## src/rtl/clk_rst_pkg.sv

```systemverilog
// Shared definitions for the clock/reset manager slice: controller state
// encoding, the divider phase that marks a safe gate-change point, and the
// width of the optional enabled-period counter.
package clk_rst_pkg;

  typedef enum logic [2:0] {
    RST_WAIT = 3'd0,
    OFF      = 3'd1,
    ARM_ON   = 3'd2,
    ON       = 3'd3,
    ARM_OFF  = 3'd4
  } ctrl_state_t;

  // Phase word {div8, div4, div2} sampled just before div8 falls low.
  localparam logic [2:0] PHASE_BOUNDARY = 3'b100;

  localparam int CYC_CNT_W = 32;

  // True when the sampled phase word is the last cycle of a div8 high phase.
  function automatic logic is_boundary(input logic [2:0] ph);
    return ph == PHASE_BOUNDARY;
  endfunction

endpackage

```

## src/rtl/clk_en_ctrl_if.sv

```systemverilog
// Processor-side run/halt handshake of the clock-enable controller.
// The processor (master) requests run and pulses halt; the controller
// (slave) reports whether the clock is running and whether it is halted.
interface clk_en_ctrl_if;

  logic run_req;
  logic halt_req;
  logic run_ack;
  logic halted;

  modport master (
    output run_req,
    output halt_req,
    input  run_ack,
    input  halted
  );

  modport slave (
    input  run_req,
    input  halt_req,
    output run_ack,
    output halted
  );

endinterface

```

## src/rtl/clk_en_ctrl.sv

```systemverilog
// Processor clock-enable controller. Drives the gate enable of the clock/reset
// manager, changing it only on the divider phase boundary so the gated div8
// clock never glitches. Sequences against the synchronized reset, honours
// halt pulses and enforces a minimum off time between stop and restart.
// Optional feature: define CLK_EN_CTRL_CYCCNT_EN to add the cyc_cnt port, a
// free-running count of completed (enabled) div8 periods.
module clk_en_ctrl
  import clk_rst_pkg::*;
#(
  parameter int unsigned MIN_OFF = 2
) (
  input  logic          clk_in,
  input  logic          rst_async,
  input  logic          rst_sync_n,
  input  logic          clk_div2,
  input  logic          clk_div4,
  input  logic          clk_div8,
  clk_en_ctrl_if.slave  proc,
  output logic          en_clk_div8
`ifdef CLK_EN_CTRL_CYCCNT_EN
  ,
  output logic [CYC_CNT_W-1:0] cyc_cnt
`endif
);

  localparam logic [3:0] MIN_OFF_L = 4'(MIN_OFF);

  ctrl_state_t state_reg;
  logic        en_reg;
  logic        run_ack_reg;
  logic        halted_reg;
  logic [3:0]  cool_reg;
  logic        boundary;

  // The divider counts down; the boundary is the cycle before div8 falls.
  assign boundary = is_boundary({clk_div8, clk_div4, clk_div2});

  // Control FSM; enable, ack, halt flag and cool-down counter are all registered here.
  always_ff @(posedge clk_in or posedge rst_async) begin
    if (rst_async) begin
      state_reg   <= RST_WAIT;
      en_reg      <= 1'b0;
      run_ack_reg <= 1'b0;
      halted_reg  <= 1'b0;
      cool_reg    <= 4'd0;
    end else if (!rst_sync_n) begin
      // Processor is held in reset, so dropping the enable off-boundary is safe.
      // The halt flag survives so a halted processor does not restart by itself.
      state_reg   <= RST_WAIT;
      en_reg      <= 1'b0;
      run_ack_reg <= 1'b0;
      cool_reg    <= 4'd0;
    end else begin
      case (state_reg)
        RST_WAIT: begin
          en_reg      <= 1'b0;
          run_ack_reg <= 1'b0;
          state_reg   <= OFF;
        end
        OFF: begin
          if (!proc.run_req) begin
            halted_reg <= 1'b0;
          end
          if (boundary && (cool_reg != 4'd0)) begin
            cool_reg <= cool_reg - 4'd1;
          end
          if (proc.run_req && !halted_reg && (cool_reg == 4'd0)) begin
            state_reg <= ARM_ON;
          end
        end
        ARM_ON: begin
          // A withdrawn request wins over a coincident boundary: never enable.
          if (!proc.run_req) begin
            state_reg <= OFF;
          end else if (boundary) begin
            en_reg      <= 1'b1;
            run_ack_reg <= 1'b1;
            state_reg   <= ON;
          end
        end
        ON: begin
          if (proc.halt_req || !proc.run_req) begin
            run_ack_reg <= 1'b0;
            state_reg   <= ARM_OFF;
            if (proc.halt_req) begin
              halted_reg <= 1'b1;
            end
          end
        end
        ARM_OFF: begin
          if (proc.halt_req) begin
            halted_reg <= 1'b1;
          end
          if (boundary) begin
            en_reg    <= 1'b0;
            cool_reg  <= MIN_OFF_L;
            state_reg <= OFF;
          end
        end
        default: begin
          en_reg      <= 1'b0;
          run_ack_reg <= 1'b0;
          state_reg   <= RST_WAIT;
        end
      endcase
    end
  end

  assign en_clk_div8  = en_reg;
  assign proc.run_ack = run_ack_reg;
  assign proc.halted  = halted_reg;

`ifdef CLK_EN_CTRL_CYCCNT_EN
  logic [CYC_CNT_W-1:0] cyc_cnt_reg;

  // Count each div8 period that completed with the gate open; wraps naturally.
  always_ff @(posedge clk_in or posedge rst_async) begin
    if (rst_async) begin
      cyc_cnt_reg <= '0;
    end else if (boundary && en_reg) begin
      cyc_cnt_reg <= cyc_cnt_reg + 1'b1;
    end
  end

  assign cyc_cnt = cyc_cnt_reg;
`endif

endmodule

```

## src/flat_wrapper.sv

```systemverilog
// flat-port wrapper written by rule: the top's interface ports become plain ports
module clk_en_ctrl_flat import clk_rst_pkg::*;
#(
  parameter int unsigned MIN_OFF = 2
)
  (clk_in, rst_async, rst_sync_n, clk_div2, clk_div4, clk_div8, en_clk_div8, proc_run_req, proc_halt_req, proc_run_ack, proc_halted);
  clk_en_ctrl_if proc_i ();
  input  logic clk_in;
  input  logic rst_async;
  input  logic rst_sync_n;
  input  logic clk_div2;
  input  logic clk_div4;
  input  logic clk_div8;
  output logic en_clk_div8;
  input wire logic [$bits(proc_i.run_req)-1:0] proc_run_req;
  input wire logic [$bits(proc_i.halt_req)-1:0] proc_halt_req;
  output wire logic [$bits(proc_i.run_ack)-1:0] proc_run_ack;
  output wire logic [$bits(proc_i.halted)-1:0] proc_halted;
  assign proc_i.run_req = proc_run_req;
  assign proc_i.halt_req = proc_halt_req;
  assign proc_run_ack = proc_i.run_ack;
  assign proc_halted = proc_i.halted;
  clk_en_ctrl #(.MIN_OFF(MIN_OFF)) u_core (.clk_in(clk_in), .rst_async(rst_async), .rst_sync_n(rst_sync_n), .clk_div2(clk_div2), .clk_div4(clk_div4), .clk_div8(clk_div8), .proc(proc_i), .en_clk_div8(en_clk_div8));
endmodule
```

## config.mk

```make
export PLATFORM = sky130hd
export DESIGN_NAME = clk_en_ctrl_flat
export DESIGN_NICKNAME = d
export VERILOG_FILES = /design/src/rtl/clk_rst_pkg.sv /design/src/rtl/clk_en_ctrl_if.sv /design/src/rtl/clk_en_ctrl.sv /design/src/flat_wrapper.sv
export SDC_FILE = /design/constraint.sdc
export NUM_CORES = 1
export LEC_CHECK = 0
export ABC_AREA = 1
export BUFFER_PORTS_ARGS = -buffer_cell sky130_fd_sc_hd__buf_2
export CAP_MARGIN = 20
export CORE_MARGIN = 2
export CORE_UTILIZATION = 30
export CTS_CLUSTER_SIZE = 40
export DETAILED_ROUTE_END_ITERATION = 10
export SLEW_MARGIN = 20
export SYNTH_ARGS = -nofsm -noshare
export SYNTH_HDL_FRONTEND = slang
export SYNTH_SLANG_ARGS = --single-unit
```

## constraint.sdc

```tcl
create_clock -name clk_in -period 1.26 [get_ports clk_in]
set_input_delay 0.063 -clock clk_in [delete_from_list [all_inputs] [get_ports clk_in]]
set_output_delay 0.063 -clock clk_in [all_outputs]
set_load 0.02 [all_outputs]
```

Word-level counts from Yosys, hierarchy flattened
Index checks and enable logic that the tools add are counted.
- register bits after elaboration: 10
- bits in writable memories: 0
- output and inout bits: 3
- logic and storage cells: 63
- memories: 0
- memory bits (read-only): 0
- latch bits: 0
- equality and inequality tests: 17
- multipliers: 0
- shifts and indexed selects: 0
- div/mod/pow operators: 0
- bitwise operators: 0
- $add $sub $neg: 1
- $lt $le $gt $ge: 0
- muxes and demuxes: 23
- reduce and logical (&&, ||, !) cells: 17
- operators with widths (kind ; count):
    2-to-1 mux 3 bit ; 6
    AND reduction 4 bit ; 4
    inequality test 3 x 2 -> 1 bit (second input constant) ; 5
    case mux 3 bit (5 select lines) ; 1
    2-to-1 mux 4 bit ; 3
    2-to-1 mux 1 bit ; 9
    case mux 1 bit (3 select lines) ; 3
    case mux 4 bit (2 select lines) ; 1
    == test 3 x 2 -> 1 bit (second input constant) ; 2
    == test 3 bit (second input constant) ; 2
    inequality test 2 bit (second input constant) ; 3
    zero test 4 bit ; 1
    inequality test 4 x 3 -> 1 bit (second input constant) ; 1
    nonzero test 4 bit ; 1
    OR reduction 2 bit ; 2
    subtractor 4 x 1 -> 4 bit (second input constant) ; 1
    == test 3 x 1 -> 1 bit (second input constant) ; 1
    logical AND 1 bit ; 3
    zero test 3 bit ; 1
    inequality test 3 x 1 -> 1 bit (second input constant) ; 1
    inequality test 3 bit (second input constant) ; 1
    AND reduction 3 bit ; 1
    nonzero test 3 bit ; 1
    zero test 1 bit ; 2
    2 further kinds ; 2

Depth between registers and ports, before layout
- depth in word-level cells: 6
- mapped depth: 9
- mapped depth without buffers: 9

Least setup slack after synthesis
Ideal clock, no wire load.
- path type: flip-flop to flip-flop
- start point: register u_core.state_reg[1]
- end point: register u_core.en_reg (netlist: u_core.en_clk_div8)
- arrival time: 1038 ps
- setup time: 119 ps
- buffers on the path: 1
- period minus slack after synthesis: 1157 ps
- setup slack: 103 ps
- data required time: 1141 ps
- stages on the path, launching flop included: 8
- path through: dfrtp_1 buf_4 inv_2 nand3_4 nor2_2 nand2_2 nand4_1 nand2_1
- word-level cells in the longest chain between the ends: 4
- RTL lines (element ; RTL line ; RTL):
    start, declared ; clk_en_ctrl.sv:28 ; ctrl_state_t state_reg;
    start signal, assigned ; clk_en_ctrl.sv:41 ; state_reg <= RST_WAIT;
    start signal, assigned ; clk_en_ctrl.sv:49 ; state_reg <= RST_WAIT;
    start signal, assigned ; clk_en_ctrl.sv:58 ; state_reg <= OFF;
    == test 3 x 1 -> 1 bit or == test 3 x 2 -> 1 bit (tied branches) ; clk_en_ctrl.sv:54 ; case (state_reg)
    OR reduction 2 bit (no line) ; - ;
    case mux 1 bit (3 select lines) or inequality test 2 bit (tied branches) ; - ;
    2-to-1 mux 1 bit or AND reduction 4 bit (tied branches) ; - ;
    end signal, assigned ; clk_en_ctrl.sv:42 ; en_reg <= 1'b0;
    end signal, assigned ; clk_en_ctrl.sv:50 ; en_reg <= 1'b0;
    end signal, assigned ; clk_en_ctrl.sv:56 ; en_reg <= 1'b0;
    end, declared ; clk_en_ctrl.sv:29 ; logic en_reg;
Several ways; a longest one is shown, not always the timed one.
A chain may end at the register's enable or synchronous reset.

Final worst setup path
- start point: register u_core.state_reg[2]
- end point: register u_core.state_reg[1]
- word-level cells in the longest chain between the ends: 3
- RTL lines (element ; RTL line):
    == test 3 x 2 -> 1 bit (tied with other cells) ; clk_en_ctrl.sv:54
    inequality test 4 x 3 -> 1 bit (no line) (tied with other cells) ; -
    AND reduction 4 bit (no line) or 2-to-1 mux 3 bit (tied branches) ; -
Several ways; a longest one is shown, not always the timed one.

==> summary.txt <==
Worst path cell trace -> inv_2 -> nand3_2 -> nor2_4 -> nand2_1 -> nand2_1 -> inv_2 -> nand3_1 -> nand2_1
Synth Register Bits -> 10
Leading area contributor after synthesis -> dfrtp_1
CTS Buffer Depth -> 2
TNS Setup -> 0 ns
Nets -> 144
Post-Syn Area -> 786 um2
Top FF cell, synth -> dfrtp_1
Layout area overhead -> 28.0%
FP Rows -> 18
Status -> finished clean
Post-synthesis async set-or-reset flop share -> 1.00
Layout cells sized above 1 -> 0.348
Drt pass-1 iters -> 4
Worst slew pin tran -> 0.406 ns
Die Wd -> 55.2 um
Largest register FFs -> 4
Top cells by area, synth -> dfrtp_1 (32%), nand2_1 (15%), nand3_1 (10%)
Starting Density -> 0.317
Post-synth EDFFs -> 0
Seq pwr share -> 0.308
Delay-heaviest family, CP -> simple AND/OR/NAND/NOR gates
GP Congestion -> 0.786
Maximum vdd drop -> 858 uV
Die footprint -> 3040 um2
CTS tree -> built
H-Tree Depth -> 1
Initial antenna violation count -> 0
Tcrit/Tclk final -> 0.977
Commonest cells post-synth -> nand2_1 (31), nand3_1 (16), inv_1 (11), nor2_1 (11), dfrtp_1 (10)
Hold Path Depth -> 3
Crit path DAT -> 1.40 ns
Sw Pwr -> 0.891 mW
PwrDens -> 1880 nW/um2
Port buffer count -> 10
Crit path top cell by count -> nand2_1
Hold Crit Class -> in -> reg
Yosys Warn Count -> 0
Sequential fraction of the synthesis area -> 0.318
Avg Cell Area, Syn -> 6.95 um2
CP startpoint kind -> flop
Wire per inst -> 11.1 um
Leakage power -> 0.529 nW
Final setup viols -> 0
Power Total -> 1.90 mW
Drt via density -> 4.88
Max Clock Freq -> 812 MHz
Post-DP HPWL -> 1370 um
Clock slew at reported path FFs -> 0.07 ns
Number of global-route vias before repair -> 688
Fillers -> 262
Gr ovfl total -> 0
Hold Vio Cnt, Final -> 0
Post-Route WL -> 1810 um
Clk pwr share -> 0.124
WS Path Type -> reg -> reg
DRT antenna net count -> 0
Sw frac -> 0.470
Min Tclk post-route -> 1.23 ns
Largest net degree at the start of global routing -> 11
Height of the die -> 55.2 um
CP Buf/Inv Count -> 2
First-pass GRT wire length -> 2930 um
Diodes inserted -> 0
Slowest stage cell, crit path -> dfrtp_1
Slowest cell delay on critical path -> 0.40 ns
Clk_lat worst skew -> 0.27 ns
Mapped Cells -> 113
Proportion of power drawn by combinational gates -> 0.569
Worst Setup End Kind -> flop
Slew Limit Fails -> 0
Worst path depth -> 8
CTS buffer count -> 3
Root buf cell -> clkbuf_4
Total Routing Usage GR -> 0.135
Synth top area share -> 0.318
Most common cell in the netlist -> nand2_1
Post-Syn Nets -> 123
Worst EP required -> 1.43 ns
Internal Power -> 1.00 mW
Clock Skew -> 0.00375 ns
Max Cap Viol -> 0
Worst rel slew slack -> 0.729
Reg2Reg Depth -> 8
RSZ-0062 raised after global routing -> yes
# DRC -> 0
Netlist cell types -> 21
Core ar. -> 2480 um2
Clock tree sinks -> 10
Vias -> 791
CP Max Fanout -> 8
Ports -> 11
1st-iter DRT viols -> 13
==> worst paths after layout <==
kind	from	endpoint	slack (ns)
setup / recovery	u_core.state_reg[2]	u_core.state_reg[1]	0.03
hold / removal	proc_halt_req	u_core.proc.halted	0.12
min in group asynchronous	rst_async	u_core.en_clk_div8	0.31
setup reg to reg	u_core.state_reg[2]	u_core.state_reg[1]	0.03
hold reg to reg	u_core.proc.run_ack	u_core.proc.run_ack	0.48
max in group asynchronous	rst_async	u_core.state_reg[0]	0.65
==> cells in the final DEF (no fill, tap or decap) <==
cell type      synthesis  final
buf_2                  1     10
nand3_1               16     13
nand2_2                3      3
nand3b_1               2      2
ha_1                   2      1
buf_4                  1      7
dfrtp_2                0      2
inv_1                 11      9
nand2_1               31     31
clkbuf_4               0      3
nand3_2                3      4
ha_4                   0      1
nor2_4                 4      5
nor2_2                 1      2
dlygate4sd3_1          0      1
nand4_1                3      3
o211ai_1               1      1
o21ai_0                3      2
inv_4                  0      2
o21ai_1                0      1
nor2_1                11      9
a21oi_1                3      3
xor2_1                 1      1
inv_2                  4      4
nand3_4                1      3
and3_1                 1      1
dfrtp_1               10      8
==> logic make-up (layout without fill, tap and decap cells) <==
logic type | after synthesis | in the layout | share of synthesized area
AOI/OAI and AO/OA | 7 | 7 | 0.0478
DFF | 10 | 10 | 0.318
and+or+nand+nor | 76 | 76 | 0.503
adders and majority gates | 2 | 2 | 0.0318
buffers and inverters | 17 | 36 | 0.0876
xor gates and xnor gates | 1 | 1 | 0.0111
==> power by group through the flow <==
stage          combinational [mW]  sequential, mW  clock, mW
6_report                     1.08           0.583      0.235
5_1_grt                      1.23           0.601      0.253
4_1_cts                     0.968           0.568      0.238
3_5_place_dp                0.921           0.569          0
3_3_place_gp                0.912           0.562          0
2_1_floorplan               0.716           0.559          0
==> final cells by class <==
class	instances	area (um2)	area share
inverter	15	61.3	0.0609
tap	30	37.5	0.0373
sequential	10	253	0.251
multi-input combinational	86	519	0.516
timing repair buffer	18	113	0.112
clock buffer	3	22.5	0.0224
==> stage by stage <==
stage / worst slack, ns / area, um2 / std cells / util / hold WS, ns
2_1_floorplan: 0.103 / 786 / 113 / - / -0.0968
3_3_place_gp: -0.0247 / 891 / 155 / 0.360 / 0.0726
3_5_place_dp: -0.0479 / 891 / 155 / 0.360 / 0.0775
4_1_cts: 0.00345 / 941 / 160 / 0.380 / 0.124
5_1_grt: -0.0700 / 1010 / 162 / 0.406 / 0.137
6_report: 0.0285 / 1010 / 162 / 0.406 / 0.115
==> timing repair <==
item                                   in CTS  in global routing
pin swaps                                   1                  5
endpoints found under the hold margin      10                  0
setup endpoints to repair                   8                 10
cloned                                      0                  0
setup buffers                               1                  2
gates resized for setup                     5                 12
hold buffers                                1                  0
==> tightest hold or removal path, delay by kind of cell <==
| family | cells | cell delay [ns] |
|---|---|---|
| buffers and inverters | 1 | 0.09 |
| AO/OA/AOI/OAI | 2 | 0.20 |
==> per-layer routing <==
| metal | wire length [um] | up-vias | track usage | part of all wire |
|---|---|---|---|---|
| met4 | 20 | 0 | 0.0488 | 0.011 |
| met1 | 862 | 374 | 0.184 | 0.48 |
| met5 | 0 | - | 0 | 0 |
| met2 | 876 | 9 | 0.214 | 0.49 |
| met3 | 47 | 4 | 0.0242 | 0.026 |
| li1 | - | 404 | - | - |
No activity file was read; power rests on OpenSTA's default activity.
